`config.mk`:
```
export PLATFORM = sky130hd
export DESIGN_NAME = pipe_skid_reg
export DESIGN_NICKNAME = d
export VERILOG_FILES = /design/src/rtl/pipe_pkg.sv /design/src/rtl/pipe_skid_reg_sat_counter.sv /design/src/rtl/pipe_skid_reg.sv
export SDC_FILE = /design/constraint.sdc
export NUM_CORES = 1
export LEC_CHECK = 0
export BUFFER_PORTS_ARGS = -buffer_cell sky130_fd_sc_hd__buf_2
export CAP_MARGIN = 40
export CORE_ASPECT_RATIO = 2
export CORE_MARGIN = 10
export CORE_UTILIZATION = 55
export CTS_CLUSTER_DIAMETER = 60
export DETAILED_ROUTE_END_ITERATION = 16
export GPL_TIMING_DRIVEN = 1
export PLACE_DENSITY = 0.81
export REMOVE_ABC_BUFFERS = 1
export SLEW_MARGIN = 20
export SYNTH_ARGS = -nofsm -noshare
export SYNTH_HDL_FRONTEND = slang
export SYNTH_SLANG_ARGS = --single-unit
```
`constraint.sdc`:
```
create_clock -name Clk -period 3.56 [get_ports Clk]
set_clock_uncertainty 0.15 [all_clocks]
set_input_delay 0.356 -clock Clk [delete_from_list [all_inputs] [get_ports Clk]]
set_output_delay 0.356 -clock Clk [all_outputs]
set_load 0.02 [all_outputs]
```
`src/rtl/pipe_pkg.sv`:
```
// Shared definitions for the skid-buffered pipeline stage register.
// State encoding and default widths used by pipe_skid_reg and its counters.
package pipe_pkg;

  localparam int unsigned DATA_W_DEF = 96;
  localparam int unsigned CNT_W_DEF  = 16;

  typedef enum logic [1:0] {
    ST_EMPTY = 2'd0,
    ST_ONE   = 2'd1,
    ST_TWO   = 2'd2
  } state_e;

endpackage

```
`src/rtl/pipe_skid_reg_sat_counter.sv`:
```
// Saturating up-counter used for the stage's stall/drop statistics.
// Adds 0..3 per enabled cycle and sticks at the all-ones value.
module sat_counter #(
  parameter int unsigned W = 16
) (
  input  logic         clk,
  input  logic         rst_n,
  input  logic         inc_en,
  input  logic [1:0]   inc_amt,
  output logic [W-1:0] value
);

  logic [W:0]   sum;
  logic [W-1:0] value_d;

  // One extra bit catches overflow; W >= 2 keeps a +3 step within W+1 bits.
  assign sum     = {1'b0, value} + (W+1)'(inc_amt);
  assign value_d = sum[W] ? {W{1'b1}} : sum[W-1:0];

  always_ff @(posedge clk or negedge rst_n) begin
    if (!rst_n) begin
      value <= '0;
    end else if (inc_en) begin
      value <= value_d;
    end
  end

endmodule

```
`src/rtl/pipe_skid_reg.sv`:
```
// Pipeline stage register with valid/ready handshake, 2-entry skid buffer,
// synchronous flush and saturating stall/drop statistics.
module pipe_skid_reg
  import pipe_pkg::*;
#(
  parameter int unsigned DATA_W = DATA_W_DEF,
  parameter int unsigned CNT_W  = CNT_W_DEF
) (
  input  logic              Clk,
  input  logic              Reset_n,
  input  logic              Flush,
  input  logic              in_valid,
  output logic              in_ready,
  input  logic [DATA_W-1:0] in_data,
  output logic              out_valid,
  input  logic              out_ready,
  output logic [DATA_W-1:0] out_data,
  output logic [CNT_W-1:0]  stall_cnt,
  output logic [CNT_W-1:0]  drop_cnt
);

  state_e            state_q, state_d;
  logic [DATA_W-1:0] main_q, main_d;
  logic [DATA_W-1:0] skid_q, skid_d;
  logic              in_acc_c, out_acc_c;
  logic [1:0]        held_c;
  logic [1:0]        drop_amt_c;
  logic              stall_c;

  // Handshakes only see flop-driven ready/valid, so no comb path crosses the stage.
  assign in_acc_c  = in_valid & in_ready;
  assign out_acc_c = out_valid & out_ready;
  assign stall_c   = out_valid & ~out_ready;
  assign out_data  = main_q;

  always_ff @(posedge Clk or negedge Reset_n) begin
    if (!Reset_n) begin
      state_q   <= ST_EMPTY;
      main_q    <= '0;
      skid_q    <= '0;
      out_valid <= 1'b0;
      in_ready  <= 1'b1;
    end else begin
      state_q   <= state_d;
      main_q    <= main_d;
      skid_q    <= skid_d;
      out_valid <= (state_d != ST_EMPTY);
      in_ready  <= (state_d != ST_TWO);
    end
  end

  always_comb begin
    state_d    = state_q;
    main_d     = main_q;
    skid_d     = skid_q;
    held_c     = 2'd0;
    drop_amt_c = 2'd0;

    unique case (state_q)
      ST_ONE:  held_c = 2'd1;
      ST_TWO:  held_c = 2'd2;
      default: held_c = 2'd0;
    endcase

    if (Flush) begin
      // Result is always 0..2 (in_acc cannot coincide with two held entries).
      drop_amt_c = held_c + 2'(in_acc_c) - 2'(out_acc_c);
      state_d    = ST_EMPTY;
      main_d     = '0;
      skid_d     = '0;
    end else begin
      unique case (state_q)
        ST_EMPTY: begin
          if (in_acc_c) begin
            state_d = ST_ONE;
            main_d  = in_data;
          end
        end
        ST_ONE: begin
          if (in_acc_c && out_acc_c) begin
            main_d = in_data;
          end else if (in_acc_c) begin
            state_d = ST_TWO;
            skid_d  = in_data;
          end else if (out_acc_c) begin
            state_d = ST_EMPTY;
          end
        end
        ST_TWO: begin
          if (out_acc_c) begin
            state_d = ST_ONE;
            main_d  = skid_q;
          end
        end
        default: state_d = ST_EMPTY;
      endcase
    end
  end

  sat_counter #(.W(CNT_W)) u_stall_cnt (
    .clk     (Clk),
    .rst_n   (Reset_n),
    .inc_en  (stall_c),
    .inc_amt (2'd1),
    .value   (stall_cnt)
  );

  sat_counter #(.W(CNT_W)) u_drop_cnt (
    .clk     (Clk),
    .rst_n   (Reset_n),
    .inc_en  (Flush),
    .inc_amt (drop_amt_c),
    .value   (drop_cnt)
  );

endmodule

```
==> impl_metrics.csv, run 1 <==
group,metric,value,unit
logic_synthesis,synth_flop_cell,"dfrtp_1",
routing,dr.pass1.iters,7,
timing,max_freq,298.4,MHz
clock_tree,insertion_delay,490,ps
timing,period_needed,3352,ps
grt,grt.overflow.total,0,
floorplanning,dieArea,25630,µm²
grt,grt_first_pass_wirelength,51920,µm
floorplanning,boundaryPins,231,
clock_tree,h-tree-depth,1,
logic_synthesis,synth_cell_type_count,46,
routing,wl_met1,11360,µm
pwr,ir_worst_vdd,0.4646,mV
routing,antenna_left,0,
timing,worst_pin_slew,917.7,ps
worst_setup_path,path_class,"flip-flop to flip-flop",
routing,highest-signal-layer,"met4",
place,hpwlAfterDp,19700,µm
clock_tree,cts_buffers,21,
cells_and_area,synthToLayoutAreaGrowth,28.37,%
clock_tree,cts_root_buf,"clkbuf_16",
routing,num_vias,9602,
grt,grt_max_degree,163,
timing,whs,23.13,ps
clock_tree,clkSinkCount,228,
place,routabilityCongestion,0.8604,
worst_setup_path,crit_required,3790,ps
logic_synthesis,syn_area_per_cell,9.908,µm²
hold_path,hold_path.class,"input pin to flip-flop",
timing,finalSetupViolCount,0,
floorplanning,start_util,0.5619,
place,io_buffers,230,
worst_setup_path,start_kind,"flip-flop",
clock_tree,clk_pin_slew,60,ps
pwr,power,8136,µW
worst_setup_path,arrival,3580,ps
timing,finalCritPeriodShare,0.9415,
routing,drt-total-wl,32280,µm
cells_and_area,drive_gt1_frac,0.2237,
floorplanning,coreArea,18920,µm²
routing,wl_met3,1988,µm
timing,drv_slew,0,
logic_synthesis,synth_cells,1073,
pwr,power_leakage,0.006123,µW
worst_setup_path,worstPathMaxFanout,5,
grt,grt.total_usage,0.2425,
routing,drt_iter0_drc,727,
clock_tree,clockBufferDepth,3,
logic_synthesis,ys_seq_area_frac,0.5368,
grt,antenna_found_initial,2,
routing,viasPerCell,5.909,
timing,rsz0062_at_grt,"false",
cells_and_area,nets,1466,
logic_synthesis,synth_seq_cells,228,
floorplanning,placementRows,71,
timing,relSlewSlack,0.3882,
logic_synthesis,synthesis.area,10630,µm²
pwr,p_per_area,596.1,nW/µm²
flow_run,maxCapViolCount,0,
logic_synthesis,synth_warnings,0,
grt,grt_pass1_vias,9801,
routing,wire_per_inst,19.86,µm
floorplanning,die_x,118.3,µm
routing,dr_wl_met2,16640,µm
worst_setup_path,end_kind,"flip-flop",
logic_synthesis,async_flop_share,1.000,
logic_synthesis,synth_edf_count,0,
run_status,outcome,"completed",
clock_tree,tritoncts,"built",
routing,drc,0,
floorplanning,die_h,216.6,µm
timing,hold_viol_final,0,
per-stage QoR:
step	instances	setup TNS, ps	util	instance area [µm²]	setup slack, ps
6_report	1625	0	0.7213	13650	208.4
2_1_floorplan	986	-375900	-	10230	-3809
3_3_place_gp	1489	0	0.6323	11970	260.1
4_1_cts	1622	0	0.7199	13620	78.98
5_1_grt	1625	0	0.7213	13650	13.43
3_5_place_dp	1489	0	0.6323	11970	119.6
layout make-up:
class                           instances  area (µm²)
Multi-Input combinational cell        743        4519
Sequential cell                       228        5707
Antenna cell                            2       5.005
Clock inverter                          4       45.04
Timing Repair Buffer                  345        2346
Tap cell                              255       319.1
Inverter                               15       56.30
Fill cell                            1349        5274
Clock buffer                           33       650.6
routing by layer:
layer,GRT usage,up-vias
met5,0,-
met4,0.1736,0
met3,0.04738,140
met2,0.4088,429
met1,0.2674,4682
li1,-,4351
cells by family (layout without fill, tap and decap cells):
family,count (synthesis),count (layout),share of synthesized area
other,0,2,0
and+or+nand+nor,298,298,0.1204
adders and majority gates,11,11,0.01365
buffers and inverters,102,397,0.04319
xor gates and xnor gates,11,11,0.009062
muxes,105,105,0.09980
DFF,228,228,0.5368
AOI/OAI and AO/OA,318,318,0.1771
flip-flops by register name, summed over array words and instances, names as in the netlist:
signal	cells
in_ready	1
u_stall_cnt.value	16
out_valid	1
u_drop_cnt.value	16
state_q	2
skid_q	96
out_data	96
power breakdown:
group	internal [µW]	total, µW	switching, µW	leakage (µW)
Combinational	892	2580	1680	0.00273
Sequential	2990	3290	297	0.00305
Clock	1320	2270	946	0.000347
Total	5210	8140	2930	0.00612
worst paths after layout:
kind / start / end / slack [ps] / cells past startpoint
setup / recovery: state_q[1] / u_drop_cnt.value[14] / 210 / 14
hold / removal: in_data[2] / skid_q[2] / 20 / 3
setup reg to reg: state_q[1] / u_drop_cnt.value[14] / 210 / 14
hold reg to reg: u_stall_cnt.value[6] / u_stall_cnt.value[6] / 350 / 1
max in group asynchronous: Reset_n / skid_q[80] / 2070 / 3
min in group asynchronous: Reset_n / skid_q[90] / 340 / 2
worst max-delay path, stage by stage, from the launching register on:
cell     delay (ps)
dfrtp_1         370
inv_1           100
ha_1            180
inv_1            60
ha_1            270
inv_1            40
ha_1            200
xnor2_1         200
xnor2_1         170
nand2_2         110
fa_2            400
and4b_2         330
nand2_2         110
nor3_2          190
mux2_2          350
Yosys cell counts, drive strengths merged (2+ instances only):
| cell | instances | area (µm²) |
|---|---|---|
| and2 | 5 | 31.28 |
| dfrtp | 227 | 5680 |
| a31oi | 8 | 50.05 |
| o21ai | 4 | 20.01 |
| xnor2 | 7 | 61.31 |
| nand4 | 8 | 50.05 |
| buf | 43 | 237.7 |
| nand2b | 2 | 12.51 |
| nand2 | 223 | 839.6 |
| a21oi | 203 | 1020 |
| and4 | 4 | 35.03 |
| mux2i | 97 | 970.9 |
| ha | 10 | 125.1 |
| and3 | 4 | 25.02 |
| nor2b | 2 | 12.51 |
| nor2 | 18 | 67.56 |
| a211oi | 97 | 728.2 |
| nor4 | 3 | 25.02 |
| mux2 | 8 | 90.09 |
| and4b | 2 | 20.02 |
| nand3 | 11 | 60.06 |
| clkbuf | 44 | 165.2 |
| nand4b | 2 | 17.52 |
| nor3 | 11 | 60.06 |
| inv | 15 | 56.30 |
| xor2 | 4 | 35.03 |
what timing repair did:
action | 4_1_cts | 5_1_grt
hold endpoints to repair | 187 | 0
hold buffers | 96 | 0
gates resized for setup | 0 | 5
buffers inserted | 0 | 1
setup endpoints to repair | 0 | 5
cells in the final DEF (no fill, tap or decap), types with 3 or more instances in the layout:
cell type / n
buf_2: 228
dfrtp_1: 227
nand2_1: 220
a21oi_1: 202
a211oi_1: 97
mux2i_1: 97
dlygate4sd3_1: 96
clkbuf_16: 21
nor2_1: 18
inv_1: 15
buf_4: 13
nand3_1: 9
nor3_1: 9
ha_1: 9
a31oi_1: 8
nand4_1: 8
clkbuf_8: 8
xnor2_1: 7
mux2_2: 7
buf_12: 6
and2_1: 4
and4_1: 4
xor2_1: 4
clkbuf_1: 4
nand2_2: 3
o21ai_0: 3
and3_1: 3
clkinv_2: 3
Power figures use the tool's default switching activity.
==> run 2: changes to the inputs <==
--- a/config.mk
+++ b/config.mk
@@ -9,11 +9,11 @@
 export CAP_MARGIN = 40
 export CORE_ASPECT_RATIO = 2
 export CORE_MARGIN = 10
-export CORE_UTILIZATION = 55
+export CORE_UTILIZATION = 40
 export CTS_CLUSTER_DIAMETER = 60
 export DETAILED_ROUTE_END_ITERATION = 16
 export GPL_TIMING_DRIVEN = 1
-export PLACE_DENSITY = 0.81
+export PLACE_DENSITY = 0.62
 export REMOVE_ABC_BUFFERS = 1
 export SLEW_MARGIN = 20
 export SYNTH_ARGS = -nofsm -noshare
==> impl_metrics.csv, run 2 (synthesized netlist as in run 1, its figures left out) <==
group,metric,value,unit
run_status,outcome,"completed",
worst_setup_path,crit-reg2reg-launch,"state_q[1]",
flow_run,maxCapViolCount,0,
routing,drt_iter0_drc,597,
grt,grt_max_degree,88,
floorplanning,boundaryPins,231,
floorplanning,coreArea,26280,µm²
routing,wl_met3,1626,µm
clock_tree,cts_buffers,22,
place,postPlaceCellArea,12100,µm²
routing,dr.pass1.iters,5,
routing,wire_per_inst,19.52,µm
clock_tree,tritoncts,"built",
worst_setup_path,reg2reg_depth,14,
cells_and_area,nets,1476,
worst_setup_path,cp_slowest_cell,"fa_2",
timing,hold_viol_final,0,
grt,grt.total_usage,0.1942,
hold_path,min_from,"Flush",
clock_tree,clockBufferDepth,3,
worst_setup_path,end_kind,"flip-flop",
floorplanning,placementRows,84,
timing,worst_pin_slew,783.4,ps
floorplanning,start_util,0.4046,
worst_setup_path,path_cells,"inv_1 -> ha_1 -> inv_1 -> ha_1 -> inv_1 -> ha_1 -> xnor2_1 -> xnor2_1 -> nand2_1 -> fa_2 -> and4b_1 -> nand2_2 -> nor3_2 -> mux2_2",
worst_setup_path,worst-path-buf-inv,3,
timing,drv_slew,0,
routing,antenna_left,0,
worst_setup_path,critPathTopFamily,"adder cells",
pwr,ir_worst_vdd,0.4463,mV
worst_setup_path,crit_required,3810,ps
hold_path,hold_path.class,"input pin to flip-flop",
worst_setup_path,startpoint,"state_q[1]",
place,routabilityCongestion,0.8657,
clock_tree,clk_pin_slew,70,ps
clock_tree,insertion_delay,520,ps
grt,grt_first_pass_wirelength,53260,µm
routing,drc,0,
cells_and_area,synthToLayoutAreaGrowth,30.82,%
timing,relSlewSlack,0.4777,
floorplanning,die_x,135.3,µm
pwr,power_leakage,0.006203,µW
grt,grt.overflow.total,0,
timing,rsz0062_at_grt,"false",
worst_setup_path,path_class,"flip-flop to flip-flop",
place,hpwlAfterDp,21570,µm
floorplanning,die_h,250.6,µm
worst_setup_path,cpPeakStageDelay,400,ps
worst_setup_path,r2r-end,"u_drop_cnt.value[14]",
routing,highest-signal-layer,"met4",
routing,drt-total-wl,33680,µm
hold_path,whs_path_depth,2,
worst_setup_path,r2r_slack,230,ps
timing,whs,42.44,ps
worst_setup_path,worstPathMaxFanout,5,
hold_path,holdPathEnd,"skid_q[41]",
cells_and_area,layout_common_cells,"228 x buf_2, 227 x dfrtp_1, 221 x nand2_1",
grt,grt_pass1_vias,9606,
place,io_buffers,230,
cells_and_area,fin_area,13910,µm²
cells_and_area,final_common_cell,"buf_2",
timing,finalCritPeriodShare,0.9367,
timing,max_freq,299.9,MHz
routing,viasPerCell,5.402,
clock_tree,h-tree-depth,1,
pwr,p_per_area,602.9,nW/µm²
routing,wl_met1,12230,µm
routing,dr_wl_met2,17720,µm
clock_tree,cts_root_buf,"clkbuf_16",
grt,antenna_found_initial,2,
worst_setup_path,start_kind,"flip-flop",
cells_and_area,drive_gt1_frac,0.2277,
worst_setup_path,arrival,3580,ps
timing,finalSetupViolCount,0,
clock_tree,clkSinkCount,228,
timing,period_needed,3335,ps
floorplanning,dieArea,33900,µm²
routing,num_vias,9318,
## run 2: worst max-delay path by stage
| stage | end | slack [ps] | depth (start not counted) |
|---|---|---|---|
| floorplan | out_data[0] | -3810 | 5 |
| global placement | u_drop_cnt.value[14] | 220 | 14 |
| detailed placement | u_drop_cnt.value[14] | 160 | 14 |
| CTS | u_drop_cnt.value[14] | 110 | 14 |
| global route | u_drop_cnt.value[14] | 20 | 14 |
| finish | u_drop_cnt.value[14] | 230 | 14 |
## run 2: report_power, final
part / internal [µW] / leakage [µW] / switching (µW)
Sequential: 2990 / 0.00305 / 318
Clock: 1490 / 0.000381 / 1040
Combinational: 896 / 0.00277 / 1660
Total: 5380 / 0.00620 / 3010
## run 2: what timing repair did
| item | in CTS | in global routing |
|---|---|---|
| buffers inserted | 0 | 1 |
| hold buffers | 97 | 0 |
| resized for setup | 0 | 3 |
| endpoints found under the hold margin | 179 | 0 |
| endpoints found under the setup margin | 0 | 1 |
## run 2: final cells by class
type,count,area [µm²]
Sequential cell,228,5707
Clock inverter,8,125.1
Fill cell,2434,12370
Timing Repair Buffer,354,2424
Inverter,15,56.30
Tap cell,344,430.4
Clock buffer,31,645.6
Antenna cell,2,5.005
Multi-Input combinational cell,743,4516
## run 2: per-layer routing
layer / up-vias / GRT usage
met5: - / 0
met4: 0 / 0.1224
met3: 97 / 0.02887
met2: 281 / 0.3357
li1: 4363 / -
met1: 4577 / 0.2160
## run 2: through the flow
stage	utilization	setup WS (ps)	instances	total power [µW]	TNS [ps]
final	0.5293	225.2	1725	8386	0
after global routing	0.5293	18.04	1725	8835	0
after CTS	0.5267	109.2	1720	8460	0
after detailed placement	0.4604	161.3	1584	5818	0
after global placement	0.4589	220.2	1582	5776	0
after floorplan	-	-3809	986	4774	-375900
